## src/rtl/apb_spi_pkg.sv

```systemverilog
// Shared definitions for the SPI side of the APB-to-SPI bridge.
//   - spi_state_t : sequencer states, one-hot encoded
//   - entry field positions for a {rw, addr, wdata} command entry
//   - frame_bits(): SPI frame length for a given address/data width
package apb_spi_pkg;

    typedef enum logic [7:0] {
        IDLE       = 8'b0000_0001,
        FETCH      = 8'b0000_0010,
        WAIT_VALID = 8'b0000_0100,
        CS_SETUP   = 8'b0000_1000,
        SHIFT      = 8'b0001_0000,
        CS_HOLD    = 8'b0010_0000,
        PUSH       = 8'b0100_0000,
        GAP        = 8'b1000_0000
    } spi_state_t;

    // The data field always starts at bit 0, whatever the width.
    localparam int DATA_LSB = 0;

    function automatic int frame_bits(input int width);
        return 2 * width + 1;
    endfunction

    function automatic int rw_bit(input int width);
        return 2 * width;
    endfunction

    function automatic int addr_msb(input int width);
        return 2 * width - 1;
    endfunction

    function automatic int addr_lsb(input int width);
        return width;
    endfunction

    function automatic int data_msb(input int width);
        return width - 1;
    endfunction

endpackage

```

## src/rtl/spi_clk_gen.sv

```systemverilog
// SCLK generator for the SPI sequencer.
// Counts CLK_DIV system clocks per SCLK half-period and toggles SCLK at the
// terminal count. rise/fall are single-cycle strobes asserted in the cycle
// whose closing edge makes SCLK go high/low, so the caller can act on the
// same edge. When en is low the counter and SCLK are held at zero, so every
// enable starts with a full half-period of SCLK low.
// Ports:
//   clk  : system clock
//   rst  : asynchronous active-high reset
//   en   : run the divider
//   sclk : SPI clock, idle low
//   rise : SCLK goes high on the next clock edge
//   fall : SCLK goes low on the next clock edge
module spi_clk_gen #(
    parameter int CLK_DIV = 4
) (
    input  logic clk,
    input  logic rst,
    input  logic en,
    output logic sclk,
    output logic rise,
    output logic fall
);

    localparam int CW = (CLK_DIV > 1) ? $clog2(CLK_DIV) : 1;

    logic [CW-1:0] cnt;
    logic          tc;

    assign tc   = en && (cnt == CW'(CLK_DIV - 1));
    assign rise = tc && !sclk;
    assign fall = tc && sclk;

    // NOTE: registers use non-blocking assignments so every flop samples
    // pre-edge values, independent of statement order.
    always_ff @(posedge clk or posedge rst) begin
        if (rst) begin
            cnt  <= '0;
            sclk <= 1'b0;
        end else if (!en) begin
            cnt  <= '0;
            sclk <= 1'b0;
        end else if (tc) begin
            cnt  <= '0;
            sclk <= ~sclk;
        end else begin
            cnt  <= cnt + 1'b1;
        end
    end

endmodule

```

## src/rtl/spi_fifo_ctrl.sv

```systemverilog
// SPI-side sequencer of the APB-to-SPI bridge.
// Pops {rw, addr, wdata} entries from the write FIFO and sends each as one
// SPI mode-0 frame of 2*WIDTH+1 bits, MSB first. Read entries (rw=0) send
// zeros in the data phase and push the captured MISO data phase into the
// read FIFO; if that FIFO is full the data is dropped and rd_drop is set.
// Ports:
//   PCLK, PRESET        : system clock, asynchronous active-high reset
//   ctrl_en             : allow new frames to start
//   err_clr             : clear rd_drop (a simultaneous drop wins)
//   w_empty/w_valid/w_dout, w_rd_en : write FIFO read port
//   r_full, r_wr_en/r_din           : read FIFO write port
//   SCLK, CS_N, MOSI, MISO          : SPI pins
//   busy        : not in IDLE
//   frame_done  : one-cycle pulse as CS_N deasserts
//   rd_drop     : sticky, read data discarded
module spi_fifo_ctrl
    import apb_spi_pkg::*;
#(
    parameter int WIDTH   = 8,
    parameter int CLK_DIV = 4
) (
    input  logic                 PCLK,
    input  logic                 PRESET,
    input  logic                 ctrl_en,
    input  logic                 err_clr,
    input  logic                 w_empty,
    input  logic                 w_valid,
    input  logic [2*WIDTH:0]     w_dout,
    output logic                 w_rd_en,
    input  logic                 r_full,
    output logic                 r_wr_en,
    output logic [WIDTH-1:0]     r_din,
    output logic                 SCLK,
    output logic                 CS_N,
    output logic                 MOSI,
    input  logic                 MISO,
    output logic                 busy,
    output logic                 frame_done,
    output logic                 rd_drop
);

    localparam int FB       = frame_bits(WIDTH);
    localparam int RW_BIT   = rw_bit(WIDTH);
    localparam int DATA_MSB = data_msb(WIDTH);
    localparam int BCW      = $clog2(FB + 1);
    localparam int WCW      = (CLK_DIV > 1) ? $clog2(CLK_DIV) : 1;

    spi_state_t       state, state_next;
    logic [FB-2:0]    tx_shift;   // bits still to send after the rw bit
    logic [FB-1:0]    tx_load;
    logic             rw_q;
    logic [WIDTH-1:0] rx_shift;
    logic [BCW-1:0]   bit_cnt;
    logic [WCW-1:0]   wait_cnt;
    logic             wait_done;
    logic             timed_state;
    logic             clk_en;
    logic             sclk_rise;
    logic             sclk_fall;
    logic             last_fall;
    logic             load;
    logic             hold_done;
    logic             drop_evt;

    spi_clk_gen #(
        .CLK_DIV (CLK_DIV)
    ) u_clk_gen (
        .clk  (PCLK),
        .rst  (PRESET),
        .en   (clk_en),
        .sclk (SCLK),
        .rise (sclk_rise),
        .fall (sclk_fall)
    );

    assign timed_state = (state == CS_SETUP) || (state == CS_HOLD) || (state == GAP);
    assign wait_done   = (wait_cnt == WCW'(CLK_DIV - 1));
    assign clk_en      = (state == SHIFT);
    assign last_fall   = sclk_fall && (bit_cnt == BCW'(FB - 1));
    assign load        = (state == WAIT_VALID) && w_valid;
    assign hold_done   = (state == CS_HOLD) && wait_done;
    assign drop_evt    = (state == PUSH) && r_full;
    assign busy        = (state != IDLE);

    // Read entries must not put the stale wdata field on the wire.
    always_comb begin
        tx_load = w_dout;
        if (!w_dout[RW_BIT]) begin
            tx_load[DATA_MSB:DATA_LSB] = '0;
        end
    end

    always_ff @(posedge PCLK or posedge PRESET) begin
        if (PRESET) begin
            state <= IDLE;
        end else begin
            state <= state_next;
        end
    end

    // NOTE: every output gets a default before the case, so no path can
    // leave one unassigned and infer a latch.
    always_comb begin
        state_next = state;
        w_rd_en    = 1'b0;
        r_wr_en    = 1'b0;
        r_din      = '0;
        case (state)
            IDLE:       if (ctrl_en && !w_empty) state_next = FETCH;
            FETCH: begin
                w_rd_en    = 1'b1;
                state_next = WAIT_VALID;
            end
            WAIT_VALID: if (w_valid) state_next = CS_SETUP;
            CS_SETUP:   if (wait_done) state_next = SHIFT;
            SHIFT:      if (last_fall) state_next = CS_HOLD;
            CS_HOLD:    if (wait_done) state_next = rw_q ? GAP : PUSH;
            PUSH: begin
                if (!r_full) begin
                    r_wr_en = 1'b1;
                    r_din   = rx_shift;
                end
                state_next = GAP;
            end
            GAP:        if (wait_done) state_next = IDLE;
            default:    state_next = IDLE;
        endcase
    end

    always_ff @(posedge PCLK or posedge PRESET) begin
        if (PRESET) begin
            tx_shift   <= '0;
            rw_q       <= 1'b0;
            rx_shift   <= '0;
            bit_cnt    <= '0;
            wait_cnt   <= '0;
            CS_N       <= 1'b1;
            MOSI       <= 1'b0;
            frame_done <= 1'b0;
            rd_drop    <= 1'b0;
        end else begin
            frame_done <= 1'b0;

            // Timed states run for exactly CLK_DIV cycles; the counter
            // restarts at every exit so consecutive timed states chain.
            if (timed_state && !wait_done) begin
                wait_cnt <= wait_cnt + 1'b1;
            end else begin
                wait_cnt <= '0;
            end

            // The rw bit goes straight to MOSI so it is valid for the
            // first rising edge; the rest waits in tx_shift.
            if (load) begin
                tx_shift <= tx_load[FB-2:0];
                rw_q     <= w_dout[RW_BIT];
                MOSI     <= w_dout[RW_BIT];
                CS_N     <= 1'b0;
                bit_cnt  <= '0;
            end

            // Only the last WIDTH samples survive: the data phase.
            if (sclk_rise) begin
                rx_shift <= {rx_shift[WIDTH-2:0], MISO};
            end

            if (sclk_fall) begin
                MOSI     <= tx_shift[FB-2];
                tx_shift <= {tx_shift[FB-3:0], 1'b0};
                bit_cnt  <= bit_cnt + 1'b1;
            end

            if (hold_done) begin
                CS_N       <= 1'b1;
                frame_done <= 1'b1;
            end

            if (drop_evt) begin
                rd_drop <= 1'b1;
            end else if (err_clr) begin
                rd_drop <= 1'b0;
            end
        end
    end

endmodule

```

## config.mk

```make
export PLATFORM = sky130hd
export DESIGN_NAME = spi_fifo_ctrl
export DESIGN_NICKNAME = d
export VERILOG_FILES = /design/src/rtl/apb_spi_pkg.sv /design/src/rtl/spi_clk_gen.sv /design/src/rtl/spi_fifo_ctrl.sv
export SDC_FILE = /design/constraint.sdc
export NUM_CORES = 1
export LEC_CHECK = 0
export CAP_MARGIN = 20
export CORE_UTILIZATION = 54
export CTS_BUF_LIST = sky130_fd_sc_hd__clkbuf_2
export DETAILED_ROUTE_END_ITERATION = 10
export GPL_TIMING_DRIVEN = 0
export HOLD_SLACK_MARGIN = 0.15
export PLACE_DENSITY = 0.92
export SLEW_MARGIN = 15
export SYNTH_ARGS = -nofsm -noshare
export SYNTH_HDL_FRONTEND = slang
export SYNTH_SLANG_ARGS = --single-unit
```

## constraint.sdc

```tcl
create_clock -name PCLK -period 2.3 [get_ports PCLK]
set_input_delay 0.46 -clock PCLK [delete_from_list [all_inputs] [get_ports PCLK]]
set_output_delay 0.46 -clock PCLK [all_outputs]
set_load 0.1 [all_outputs]
```

==> results.txt <==
----------------------------------------------------
[CTS]
  Max Root-Sink Buffers ... 2
  Clock tree from TritonCTS ... built
  CTS Hold Buffers Added ... 0
  Clock insertion delay at the later pin of the skew report ... 0.45 ns
  CTS root buffer ... clkbuf_2
  Count of H-tree levels built during CTS ... 2
  Sinks on the clock net ... 47
  Clock buffer count from CTS ... 5
  CTS clock-pin slew for the worst setup and hold paths ... 0.23 ns

[Setup path]
  Dominant delay contributor by cell family on the critical path ... simple AND/OR/NAND/NOR gates
  R2r startpoint ... state[6]$_DFFE_PP0P_
  Buffers & Inverters on Critical Path ... 2
  Required @ worst endpoint ... 1.84 ns
  Delay contributed by the slowest stage of the critical path ... 0.52 ns
  Worst-path cell with the longest stage delay ... dfrtp_2
  Critical-path maximum fanout ... 6
  Setup crit end kind ... output port
  Critical Path Source ... state[4]$_DFFE_PP0P_
  Element type at the critical path start ... register
  Cells along the critical path ... nor4_4 > nand4b_1 > buf_6 > nor2_4 > and2_4 > buf_12
  Register-to-register path setup slack ... 0.03 ns
  Type of the worst setup path ... reg -> out
  Arrival time of data at the critical path endpoint ... 2.21 ns

[Logic synthesis]
  Dominant cell type by area after synthesis ... dfrtp_1
  Synthesized-area fraction occupied by and/or/nand/nor cells ... 18.1%
  Total of warnings raised by yosys ... 0
  Synthesized-area fraction occupied by adder cells ... 2.26%
  Portion of the post-synthesis area used by sequential elements ... 53.3%
  Compound-gate portion of the synthesized area ... 15.7%
  Combinational family with the most area after synthesis ... simple AND/OR/NAND/NOR gates
  Xor and xnor area share after synthesis ... 2.38%
  Flip-flop and latch count after synthesis ... 47
  Cell count after synthesis ... 190
  Number of distinct library cell variants in the gate-level netlist after synthesis ... 42
  Post-synth top area share ... 50.9%
  Main area contributors after synthesis ... dfrtp_1 51%, mux2_2 5.1%, a22o_1 4.4%, a21o_1 3.7%, a221o_1 3.6%
  Netlist area before placement ... 2210 sq um
  Number of flops mapped to enable cells by yosys ... 0
  Async set-or-reset flop fraction in the synthesized netlist ... 100%
  Commonest register cell after synthesis ... dfrtp_1
  Post-synthesis mux area share ... 5.55%
  Avg Cell Area, Syn ... 11.6 sq um
  Syn nets ... 219

[Cells and area]
  Fraction of the core area covered by cells at the end of the flow ... 80.1%
  Number of antenna diodes ... 0
  Area overhead of the layout relative to synthesis ... 37.6%
  Total Nets Final ... 281
  Leading cell types in the layout, fill and taps excluded ... 40 x dfrtp_1, 24 x clkdlybuf4s50_1, 13 x buf_4
  Filler cell count in the final layout ... 237
  Final instance area ... 3040 sq um
  Commonest non-fill, non-tap cell in the layout ... dfrtp_1
  Share of final-layout standard cells stronger than drive strength 1 ... 30.4%

[Timing]
  Number of endpoints failing setup at the final stage ... 11
  Final Hold Vio Count ... 0
  Final period util ... 116%
  Final critical delay including setup and external delays ... 2.67 ns
  Worst Max-Slew Pin Slew ... 0.953 ns
  Setup TNS after final layout ... -3.56 ns
  Pins over their slew limit ... 0
  Normalized max-slew margin ... 36.7%
  RSZ-0062 raised after global routing ... true
  Peak Freq ... 375 MHz
  Min setup slack post-route ... -0.368 ns
  Worst clock skew ... 0.0217 ns

[Global route]
  Number of antenna violations at the first check in global routing ... 0
  First-pass GRT wire length ... 7860 um
  Maximum number of pins on one net before global-route repair ... 36
  Remaining Overflow, GRT ... 0
  Total Routing Usage GR ... 24.7%
  Number of global-route vias before repair ... 1,680

[Place]
  Last weighted congestion value of the routability-driven placer ... 0.797
  Number of buffer cells added on primary ports ... 40
  Area after detailed placement ... 2750 sq um
  Half-perimeter wire length after placement ... 3110 um

[Power]
  Power per cell area ... 817 nW/um^2
  Power, Total ... 2.49 mW
  Leakage ... 1.50 nW
  Maximum resistive drop on vdd ... 0.000629 V

[Min path]
  Class of the tightest hold or removal check ... in -> async

[Outcome]
  Status ... finished with violations
  Failing checks ... negative setup slack

[Routing]
  Final antenna-violating net count ... 0
  Number of DRC markers in iteration 0 ... 129
  Number of iterations in the first detailed-routing pass ... 4
  Final WL ... 5210 um
  DRC violations left ... 0
  Vias ... 1,820
  Via/cell ratio ... 6.05
  Wire length per cell after detailed routing ... 17.3 um

[Floorplan]
  Count of pins on the block boundary ... 41
  CORE AREA ... 3800 sq um
  Area enclosed by the die boundary ... 4350 sq um
  Initial Utilization ... 58.2%
  Number of rows in the core area ... 22
  Overall die height ... 66.0 um
  Width of the chip ... 66.0 um

[Flow run]
  Max-capacitance violation count ... 0

----------------------------------------------------
timing repair:
action,CTS,global route
cloned,1,0
pin swaps,7,5
setup endpoints to repair,38,43
resized for setup,105,19
buffers inserted,7,7
endpoints found under the hold margin,0,0
through the flow:
step                setup slack [ns]  cells  hold slack [ns]
floorplan                     -0.251    190            0.409
global route                  -0.474    301            0.263
detailed placement            -0.891    279            0.440
finish                        -0.368    301            0.259
CTS                           -0.228    294            0.265
global placement              -0.806    278            0.418
kinds of logic after synthesis:
group	after synthesis
AND/OR/NAND/NOR	66
flip-flops	47
AO/OA/AOI/OAI	43
XOR/XNOR	6
buffers and inverters	13
multiplexers	11
adder cells (fa/ha/maj)	4
worst paths after layout:
check,end,cells after the start
worst max-delay path,r_din[1],6
worst min-delay path,state[2]$_DFFE_PP0P_,2
worst max register to register,rx_shift[6]$_DFFE_PP0P_,6
worst min register to register,wait_cnt[0]$_DFF_PP0_,1
max in group asynchronous,CS_N$_DFFE_PP1P_,3
min in group PCLK,wait_cnt[0]$_DFF_PP0_,1
area by class of cell:
cell class | instances | area (sq um) | share of cell area, %
plain buffers | 6 | 37.5 | 1.23
repair buffers | 55 | 624 | 20.5
well taps | 48 | 60.1 | 1.97
multi-input cells | 131 | 1070 | 35.3
clock buffers | 5 | 25.0 | 0.822
clock inverters | 3 | 15.0 | 0.493
inverters | 6 | 22.5 | 0.740
flip-flops and latches | 47 | 1180 | 38.9
power by group:
| part | internal, mW | total, mW | switching [mW] |
|---|---|---|---|
| Sequential | 1.01 | 1.17 | 0.161 |
| Combinational | 0.443 | 0.977 | 0.533 |
| Clock | 0.0696 | 0.340 | 0.270 |
layer usage:
layer | global-route usage [%] | part of all wire, % | vias to the layer above
li1 | - | - | 831
met4 | 6.38 | 2.9 | 0
met2 | 41.2 | 51 | 94
met5 | 0 | 0 | -
met3 | 7.24 | 6.6 | 16
met1 | 31.4 | 40 | 879
sequential cells by signal, summed over array words and instances, names as in the netlist:
| signal | cells |
|---|---|
| wait_cnt | 2 |
| tx_shift | 16 |
| rx_shift | 8 |
| state | 8 |
| CS_N | 1 |
| rd_drop | 1 |
| u_clk_gen.sclk | 1 |
| bit_cnt | 5 |
| u_clk_gen.cnt | 2 |
| MOSI | 1 |
| frame_done | 1 |
| rw_q | 1 |
synth_stat cells (2+ instances only):
| library cell | count |
|---|---|
| nand2_1 | 9 |
| nor2b_1 | 2 |
| nor3_1 | 3 |
| xnor2_1 | 5 |
| nand3b_1 | 2 |
| a221o_1 | 8 |
| and3_1 | 8 |
| o31ai_1 | 3 |
| nor2_1 | 6 |
| o21ai_0 | 4 |
| nand2b_1 | 2 |
| inv_1 | 6 |
| nor4b_1 | 3 |
| dfstp_2 | 2 |
| mux2_2 | 10 |
| ha_1 | 4 |
| clkbuf_1 | 2 |
| a22o_1 | 11 |
| dfrtp_1 | 45 |
| nand3_1 | 5 |
| and2_1 | 12 |
| or3_1 | 2 |
| buf_2 | 4 |
| nor4_1 | 4 |
| a21o_1 | 11 |
worst reg2reg max path: stages (launching register included):
cell and delay, ns:
dfrtp_2 0.50, or4_1 0.53, buf_4 0.18, nor3_1 0.39, nand3b_1 0.13, buf_4 0.19
mux2_2 0.27
No activity file was read; power rests on OpenSTA's default activity.
